$ cat src/rtl/rh_axi4_aw_beat_gen_if.sv
// AXI4 write-address channel plus per-beat address output, bundled as one port.
// Latency: none, wires only.
// Backpressure: AWREADY throttles AW; BT_READY stalls the beat stream.
// Signals: AW* = AXI4 AW channel (ID, address, length, size, burst type);
//          BT_* = beat stream (valid/ready, ID, address, index, last, error).
// Modports: slave = beat generator side, master = AW source / beat consumer side.
interface rh_axi4_aw_beat_gen_if #(
    parameter int IW = 4,
    parameter int AW = 32
);
    logic          AWVALID;
    logic          AWREADY;
    logic [IW-1:0] AWID;
    logic [AW-1:0] AWADDR;
    logic [7:0]    AWLEN;
    logic [2:0]    AWSIZE;
    logic [1:0]    AWBURST;

    logic          BT_VALID;
    logic          BT_READY;
    logic [IW-1:0] BT_ID;
    logic [AW-1:0] BT_ADDR;
    logic [7:0]    BT_IDX;
    logic          BT_LAST;
    logic          BT_ERR;

    modport slave (
        input  AWVALID, AWID, AWADDR, AWLEN, AWSIZE, AWBURST, BT_READY,
        output AWREADY, BT_VALID, BT_ID, BT_ADDR, BT_IDX, BT_LAST, BT_ERR
    );

    modport master (
        output AWVALID, AWID, AWADDR, AWLEN, AWSIZE, AWBURST, BT_READY,
        input  AWREADY, BT_VALID, BT_ID, BT_ADDR, BT_IDX, BT_LAST, BT_ERR
    );
endinterface

$ cat src/rtl/rh_axi4_aw_beat_gen.sv
// Expands one accepted AXI4 AW burst into per-beat addresses (FIXED/INCR/WRAP).
// Latency: first beat one cycle after the AW handshake; 1 beat/cycle; one idle cycle between bursts.
// Backpressure: beat outputs hold while BT_VALID && !BT_READY; AWREADY is low for the whole burst.
// Ports: ACLK clock; ARESET synchronous active-high reset;
//        bus (slave modport) carries the AW channel in and the beat stream out.
module rh_axi4_aw_beat_gen #(
    parameter int IW = 4,
    parameter int AW = 32,
    parameter int DW = 32
) (
    input  logic                  ACLK,
    input  logic                  ARESET,
    rh_axi4_aw_beat_gen_if.slave  bus
);
    localparam int MAXSZ = $clog2(DW / 8);
    localparam logic [1:0] B_FIXED = 2'd0;
    localparam logic [1:0] B_INCR  = 2'd1;
    localparam logic [1:0] B_WRAP  = 2'd2;
    localparam logic [AW-1:0] ONE  = {{(AW-1){1'b0}}, 1'b1};

    typedef enum logic {S_IDLE, S_BURST} state_t;

    state_t        state_q, state_d;
    logic          awready_q, awready_d;
    logic          valid_q, valid_d;
    logic [IW-1:0] id_q, id_d;
    logic [AW-1:0] addr_q, addr_d;
    logic [7:0]    idx_q, idx_d;
    logic          last_q, last_d;
    logic          err_q, err_d;
    logic [7:0]    len_q, len_d;
    logic [2:0]    size_q, size_d;
    logic [1:0]    burst_q, burst_d;
    logic [AW-1:0] start_q, start_d;   // AWADDR as given, reused by FIXED
    logic [AW-1:0] base_q, base_d;     // WRAP window base B
    logic [AW-1:0] tot_q, tot_d;       // WRAP window size T
    logic [AW-1:0] cur_q, cur_d;       // INCR: aligned address; WRAP: offset in window

    // Capture-time decode of the incoming AW request.
    logic [AW-1:0] cap_nb, cap_tot, cap_a0, cap_base, cap_end;
    logic          cap_err;

    assign cap_nb   = ONE << bus.AWSIZE;
    assign cap_tot  = (AW'(bus.AWLEN) + ONE) << bus.AWSIZE;
    assign cap_a0   = bus.AWADDR & ~(cap_nb - ONE);
    assign cap_base = bus.AWADDR & ~(cap_tot - ONE);
    assign cap_end  = cap_a0 + cap_tot - ONE;

    always_comb begin
        cap_err = 1'b0;
        if (bus.AWBURST == 2'd3)
            cap_err = 1'b1;
        if (int'(bus.AWSIZE) > MAXSZ)
            cap_err = 1'b1;
        if (bus.AWBURST == B_WRAP) begin
            if (!(bus.AWLEN == 8'd1 || bus.AWLEN == 8'd3 ||
                  bus.AWLEN == 8'd7 || bus.AWLEN == 8'd15))
                cap_err = 1'b1;
            if ((bus.AWADDR & (cap_nb - ONE)) != '0)
                cap_err = 1'b1;
        end
        if (bus.AWBURST == B_INCR && cap_a0[AW-1:12] != cap_end[AW-1:12])
            cap_err = 1'b1;
    end

    // Next-beat address, computed incrementally. For WRAP the offset
    // A0-B is always below T (it is A0 masked by T-1), and one beat step
    // nb never exceeds T, so a single conditional subtract is an exact
    // modulo-T, including for the non-power-of-two T of illegal lengths.
    logic [AW-1:0] nb_q, step_sum, cur_next, beat_addr;

    assign nb_q     = ONE << size_q;
    assign step_sum = cur_q + nb_q;

    always_comb begin
        cur_next = step_sum;
        if (burst_q == B_WRAP && step_sum >= tot_q)
            cur_next = step_sum - tot_q;
        case (burst_q)
            B_INCR:  beat_addr = cur_next;
            B_WRAP:  beat_addr = base_q + cur_next;
            default: beat_addr = start_q;   // FIXED and reserved
        endcase
    end

    always_comb begin
        state_d   = state_q;
        awready_d = awready_q;
        valid_d   = valid_q;
        id_d      = id_q;
        addr_d    = addr_q;
        idx_d     = idx_q;
        last_d    = last_q;
        err_d     = err_q;
        len_d     = len_q;
        size_d    = size_q;
        burst_d   = burst_q;
        start_d   = start_q;
        base_d    = base_q;
        tot_d     = tot_q;
        cur_d     = cur_q;
        case (state_q)
            S_IDLE: begin
                awready_d = 1'b1;
                valid_d   = 1'b0;
                if (bus.AWVALID && awready_q) begin
                    state_d   = S_BURST;
                    awready_d = 1'b0;
                    valid_d   = 1'b1;
                    id_d      = bus.AWID;
                    addr_d    = bus.AWADDR;
                    idx_d     = 8'd0;
                    last_d    = (bus.AWLEN == 8'd0);
                    err_d     = cap_err;
                    len_d     = bus.AWLEN;
                    size_d    = bus.AWSIZE;
                    burst_d   = bus.AWBURST;
                    start_d   = bus.AWADDR;
                    base_d    = cap_base;
                    tot_d     = cap_tot;
                    cur_d     = (bus.AWBURST == B_WRAP) ? (cap_a0 - cap_base) : cap_a0;
                end
            end
            S_BURST: begin
                if (valid_q && bus.BT_READY) begin
                    if (last_q) begin
                        state_d   = S_IDLE;
                        valid_d   = 1'b0;
                        awready_d = 1'b1;
                    end else begin
                        idx_d  = idx_q + 8'd1;
                        last_d = ((idx_q + 8'd1) == len_q);
                        cur_d  = cur_next;
                        addr_d = beat_addr;
                    end
                end
            end
            default: state_d = S_IDLE;
        endcase
    end

    always_ff @(posedge ACLK) begin
        if (ARESET) begin
            state_q   <= S_IDLE;
            awready_q <= 1'b0;
            valid_q   <= 1'b0;
            id_q      <= '0;
            addr_q    <= '0;
            idx_q     <= '0;
            last_q    <= 1'b0;
            err_q     <= 1'b0;
            len_q     <= '0;
            size_q    <= '0;
            burst_q   <= B_FIXED;
            start_q   <= '0;
            base_q    <= '0;
            tot_q     <= '0;
            cur_q     <= '0;
        end else begin
            state_q   <= state_d;
            awready_q <= awready_d;
            valid_q   <= valid_d;
            id_q      <= id_d;
            addr_q    <= addr_d;
            idx_q     <= idx_d;
            last_q    <= last_d;
            err_q     <= err_d;
            len_q     <= len_d;
            size_q    <= size_d;
            burst_q   <= burst_d;
            start_q   <= start_d;
            base_q    <= base_d;
            tot_q     <= tot_d;
            cur_q     <= cur_d;
        end
    end

    assign bus.AWREADY  = awready_q;
    assign bus.BT_VALID = valid_q;
    assign bus.BT_ID    = id_q;
    assign bus.BT_ADDR  = addr_q;
    assign bus.BT_IDX   = idx_q;
    assign bus.BT_LAST  = last_q;
    assign bus.BT_ERR   = err_q;
endmodule
$ cat src/flat_wrapper.sv
// flat-port wrapper written by rule: the top's interface ports become plain ports
module rh_axi4_aw_beat_gen_flat 
#(
    parameter int IW = 4,
    parameter int AW = 32,
    parameter int DW = 32
)
  (ACLK, ARESET, bus_AWVALID, bus_AWID, bus_AWADDR, bus_AWLEN, bus_AWSIZE, bus_AWBURST, bus_BT_READY, bus_AWREADY, bus_BT_VALID, bus_BT_ID, bus_BT_ADDR, bus_BT_IDX, bus_BT_LAST, bus_BT_ERR);
  rh_axi4_aw_beat_gen_if #(.IW(IW), .AW(AW)) bus_i ();
  input  logic ACLK;
  input  logic ARESET;
  input wire logic [$bits(bus_i.AWVALID)-1:0] bus_AWVALID;
  input wire logic [$bits(bus_i.AWID)-1:0] bus_AWID;
  input wire logic [$bits(bus_i.AWADDR)-1:0] bus_AWADDR;
  input wire logic [$bits(bus_i.AWLEN)-1:0] bus_AWLEN;
  input wire logic [$bits(bus_i.AWSIZE)-1:0] bus_AWSIZE;
  input wire logic [$bits(bus_i.AWBURST)-1:0] bus_AWBURST;
  input wire logic [$bits(bus_i.BT_READY)-1:0] bus_BT_READY;
  output wire logic [$bits(bus_i.AWREADY)-1:0] bus_AWREADY;
  output wire logic [$bits(bus_i.BT_VALID)-1:0] bus_BT_VALID;
  output wire logic [$bits(bus_i.BT_ID)-1:0] bus_BT_ID;
  output wire logic [$bits(bus_i.BT_ADDR)-1:0] bus_BT_ADDR;
  output wire logic [$bits(bus_i.BT_IDX)-1:0] bus_BT_IDX;
  output wire logic [$bits(bus_i.BT_LAST)-1:0] bus_BT_LAST;
  output wire logic [$bits(bus_i.BT_ERR)-1:0] bus_BT_ERR;
  assign bus_i.AWVALID = bus_AWVALID;
  assign bus_i.AWID = bus_AWID;
  assign bus_i.AWADDR = bus_AWADDR;
  assign bus_i.AWLEN = bus_AWLEN;
  assign bus_i.AWSIZE = bus_AWSIZE;
  assign bus_i.AWBURST = bus_AWBURST;
  assign bus_i.BT_READY = bus_BT_READY;
  assign bus_AWREADY = bus_i.AWREADY;
  assign bus_BT_VALID = bus_i.BT_VALID;
  assign bus_BT_ID = bus_i.BT_ID;
  assign bus_BT_ADDR = bus_i.BT_ADDR;
  assign bus_BT_IDX = bus_i.BT_IDX;
  assign bus_BT_LAST = bus_i.BT_LAST;
  assign bus_BT_ERR = bus_i.BT_ERR;
  rh_axi4_aw_beat_gen #(.IW(IW), .AW(AW), .DW(DW)) u_core (.ACLK(ACLK), .ARESET(ARESET), .bus(bus_i));
endmodule
$ cat config.mk
export PLATFORM = sky130hd
export DESIGN_NAME = rh_axi4_aw_beat_gen_flat
export DESIGN_NICKNAME = d
export VERILOG_FILES = /design/src/rtl/rh_axi4_aw_beat_gen_if.sv /design/src/rtl/rh_axi4_aw_beat_gen.sv /design/src/flat_wrapper.sv
export SDC_FILE = /design/constraint.sdc
export NUM_CORES = 1
export LEC_CHECK = 0
export ABC_AREA = 1
export CAP_MARGIN = 20
export CORE_UTILIZATION = 25
export DETAILED_ROUTE_END_ITERATION = 10
export GPL_TIMING_DRIVEN = 0
export PLACE_DENSITY = 0.41
export SYNTH_ARGS = -nofsm -noshare
export SYNTH_HDL_FRONTEND = slang
export SYNTH_SLANG_ARGS = --single-unit
$ cat constraint.sdc
create_clock -name ACLK -period 12.4 [get_ports ACLK]
set_input_delay 1.86 -clock ACLK [delete_from_list [all_inputs] [get_ports ACLK]]
set_output_delay 1.86 -clock ACLK [all_outputs]
set_load 0.01 [all_outputs]
==> out/metrics.cfg <==
[routing]
met2_length_um=40000
wire_per_inst_um=22.0
wl_met1_um=41000
first_iter_violations=1509
drc=0
wirelength_um=86400
viasPerCell=5.02
ant_nets=0
routed-wl-met3_um=3490
top_layer_used=met4
num_vias=19708
first_pass_iters=5

[critical_path]
criticalPathCategory=reg2reg
cp_common_cell=nand2_1
reg2reg_depth=37
reg2reg_from=u_core.size_q[2]
arrival_ps=8260
crit_required_ps=12760
reg2reg_slack_ps=4500
max_stage_delay_ps=660
worstReg2RegEnd=u_core.bus.BT_ADDR[17]
crit_slowest_cell=o21ai_0
startpoint_type=flop
cp-end-kind=flop
worstPathMaxFanout=10

[clock_tree]
cts_resized=0
cts_hold_buf=0
insertion_delay_ps=480
cts_root_buffer=clkbuf_16
clkSinkCount=174
postCtsSetupBuffers=0
cts_buffer_depth=2
cts.clk_slew.worst_paths_ps=80
cts_tree=done
htreeDepth=4
numCtsBuffers=17

[synthesis]
syn_inst=2858
async_flop_share=0
yosysSeqAreaShare=0.199
yosys_warnings=0
yosysTopAreaCell=dfxtp_1
synth_edf_count=0
ys_top_cells_by_area=dfxtp_1 (20%), nand2_1 (13%), ha_1 (10%)
synthDistinctLibCells=62
syn-num-nets=3062
synth_area_per_cell_sq_um=6.14
synth_seq_cells=174
synth_top_area_frac=0.199
synth_area_sq_um=17500
synth_flop_cell=dfxtp_1

[sta]
final_max_slew_viol_count=0
setup_ws_ps=4500
period_share=0.637
setup_viol=0
rsz0062_at_grt=no
fmaxAchievable_ghz=0.127
relSlewSlack=0.244
hold_violations=0
tightestPinTransition_ps=1130
finClkSkew_ps=14.0
tns_ps=0
layout_min_cycle_time_ps=7900

[cells_and_area]
layoutNonFillerInstCount=3922
final_common_cell=nand2_1
fin_nets=3181
area_delta_synth_final_pct=15.5
drive_gt1_frac=0.0482
mostFrequentLayoutCells=nand2_1 (605), inv_1 (375), a21oi_1 (354)

[floorplan]
rows=96
die_w_um=267
core_area_sq_um=69100
start_util=0.254
die_h_um=267
ios=101
die_area_sq_um=71300

[worst_hold_path]
holdPathStages=2
min_from=u_core.start_q[3]
min_to=u_core.start_q[3]
hp-class=reg2reg

[placement]
port_buffers=98
gp_congestion=0.916
dp_slack_ps=4110
dp_cells=3888
hpwl_um=73500

[global_route]
grt_usage=0.242
grt_pass1_vias=19056
antenna_found_initial=2
grt_overflow=0
grt_max_degree=17
grt_pass1_wl_um=126000

[power]
ir_drop_v=0.0000702
p_per_area_nw_per_um2=109
power_w=0.00221
p_leak_nw=9.38

[run_status]
status=completed

[flow_run]
maxCapViolations=0

## sequential cells by signal (all words and copies together), names as in the netlist
name / count
u_core.base_q: 32
u_core.bus.BT_ADDR: 32
u_core.cur_q: 32
u_core.start_q: 32
u_core.tot_q: 16
u_core.bus.BT_IDX: 8
u_core.len_q: 8
u_core.bus.BT_ID: 4
u_core.size_q: 3
u_core.burst_q: 2
u_core.bus.AWREADY: 1
u_core.bus.BT_ERR: 1
u_core.bus.BT_LAST: 1
u_core.bus.BT_VALID: 1
u_core.state_q: 1
## worst max-delay path by stage
stage / start / endpoint / slack, ps / cells after the start
global placement: bus_AWLEN[0] / u_core.cur_q[28] / 4140 / 33
finish: u_core.size_q[2] / u_core.bus.BT_ADDR[17] / 4500 / 37
global route: u_core.size_q[2] / u_core.bus.BT_ADDR[17] / 4080 / 39
floorplan: bus_AWLEN[0] / u_core.cur_q[30] / 6730 / 31
CTS: u_core.size_q[2] / u_core.bus.BT_ADDR[17] / 4540 / 39
detailed placement: bus_AWLEN[0] / u_core.cur_q[30] / 4110 / 31
## synthesized netlist by cell type, types with 4 or more instances
cell,instances
nand2_1,605
nor2_4,4
nand2_2,23
nor3_1,32
nor2_2,14
o22ai_1,4
inv_1,375
a31oi_1,39
inv_2,8
o21ai_0,272
nor4_1,6
a21oi_1,354
a22oi_1,4
buf_1,14
clkbuf_1,98
ha_1,147
nor3_2,4
nand3_1,145
nand3_2,5
a211oi_1,9
or2_2,13
o21ai_2,13
nor2_1,220
nand4_1,28
nand3b_1,13
fa_1,4
o211ai_1,16
o21a_1,10
o21bai_1,7
buf_2,4
xor2_1,68
a21boi_0,6
o21ai_1,30
xnor2_1,27
dfxtp_1,174
a21o_1,16
## critical path: cells and delay by family, from the launching register on
family,cells,cell delay [ps]
AOI/OAI and AO/OA,10,2700
xor gates and xnor gates,1,200
adders and majority gates,3,1050
buffers and inverters,4,670
DFF,1,550
and+or+nand+nor,19,2570
## where the power goes
part	leakage (nW)	total (W)	switching [W]	internal [W]
logic	7.68	0.00102	0.000695	0.000329
clock network	0.277	0.000544	0.000264	0.000280
registers	1.43	0.000647	0.0000427	0.000604
total	9.38	0.00221	0.00100	0.00121
## logic make-up (layout without fill, tap and decap cells)
logic type	Yosys count	in the layout	synth area share
and+or+nand+nor	1123	1123	0.277
AOI/OAI and AO/OA	798	798	0.247
buffers and inverters	508	640	0.112
DFF	174	174	0.199
adders and majority gates	151	151	0.109
xor gates and xnor gates	103	103	0.0559
muxes	1	1	0.000570
other	0	1	0
## area by class of cell
type / count / area (sq um)
multi-input cells: 2176 / 12100
diodes: 1 / 2.50
fillers: 7837 / 48800
well taps: 931 / 1160
inverters: 388 / 1460
clock buffers: 18 / 429
plain buffers: 120 / 498
flip-flops and latches: 174 / 3480
clock inverters: 14 / 134
repair buffers: 100 / 993
## metrics by stage
stage | cell area, sq um | hold WS, ps | utilization
after global placement | 19700 | 450 | 0.285
after CTS | 20300 | 466 | 0.293
final | 20300 | 464 | 0.294
after floorplan | 17500 | 434 | -
after global routing | 20300 | 496 | 0.293
after detailed placement | 19700 | 450 | 0.285
## routing by layer
metal | up-vias | track usage
met5 | - | 0
met4 | 0 | 0.0655
met3 | 70 | 0.0151
met2 | 487 | 0.407
met1 | 9424 | 0.332
li1 | 9727 | -
Power figures use the tool's default switching activity.
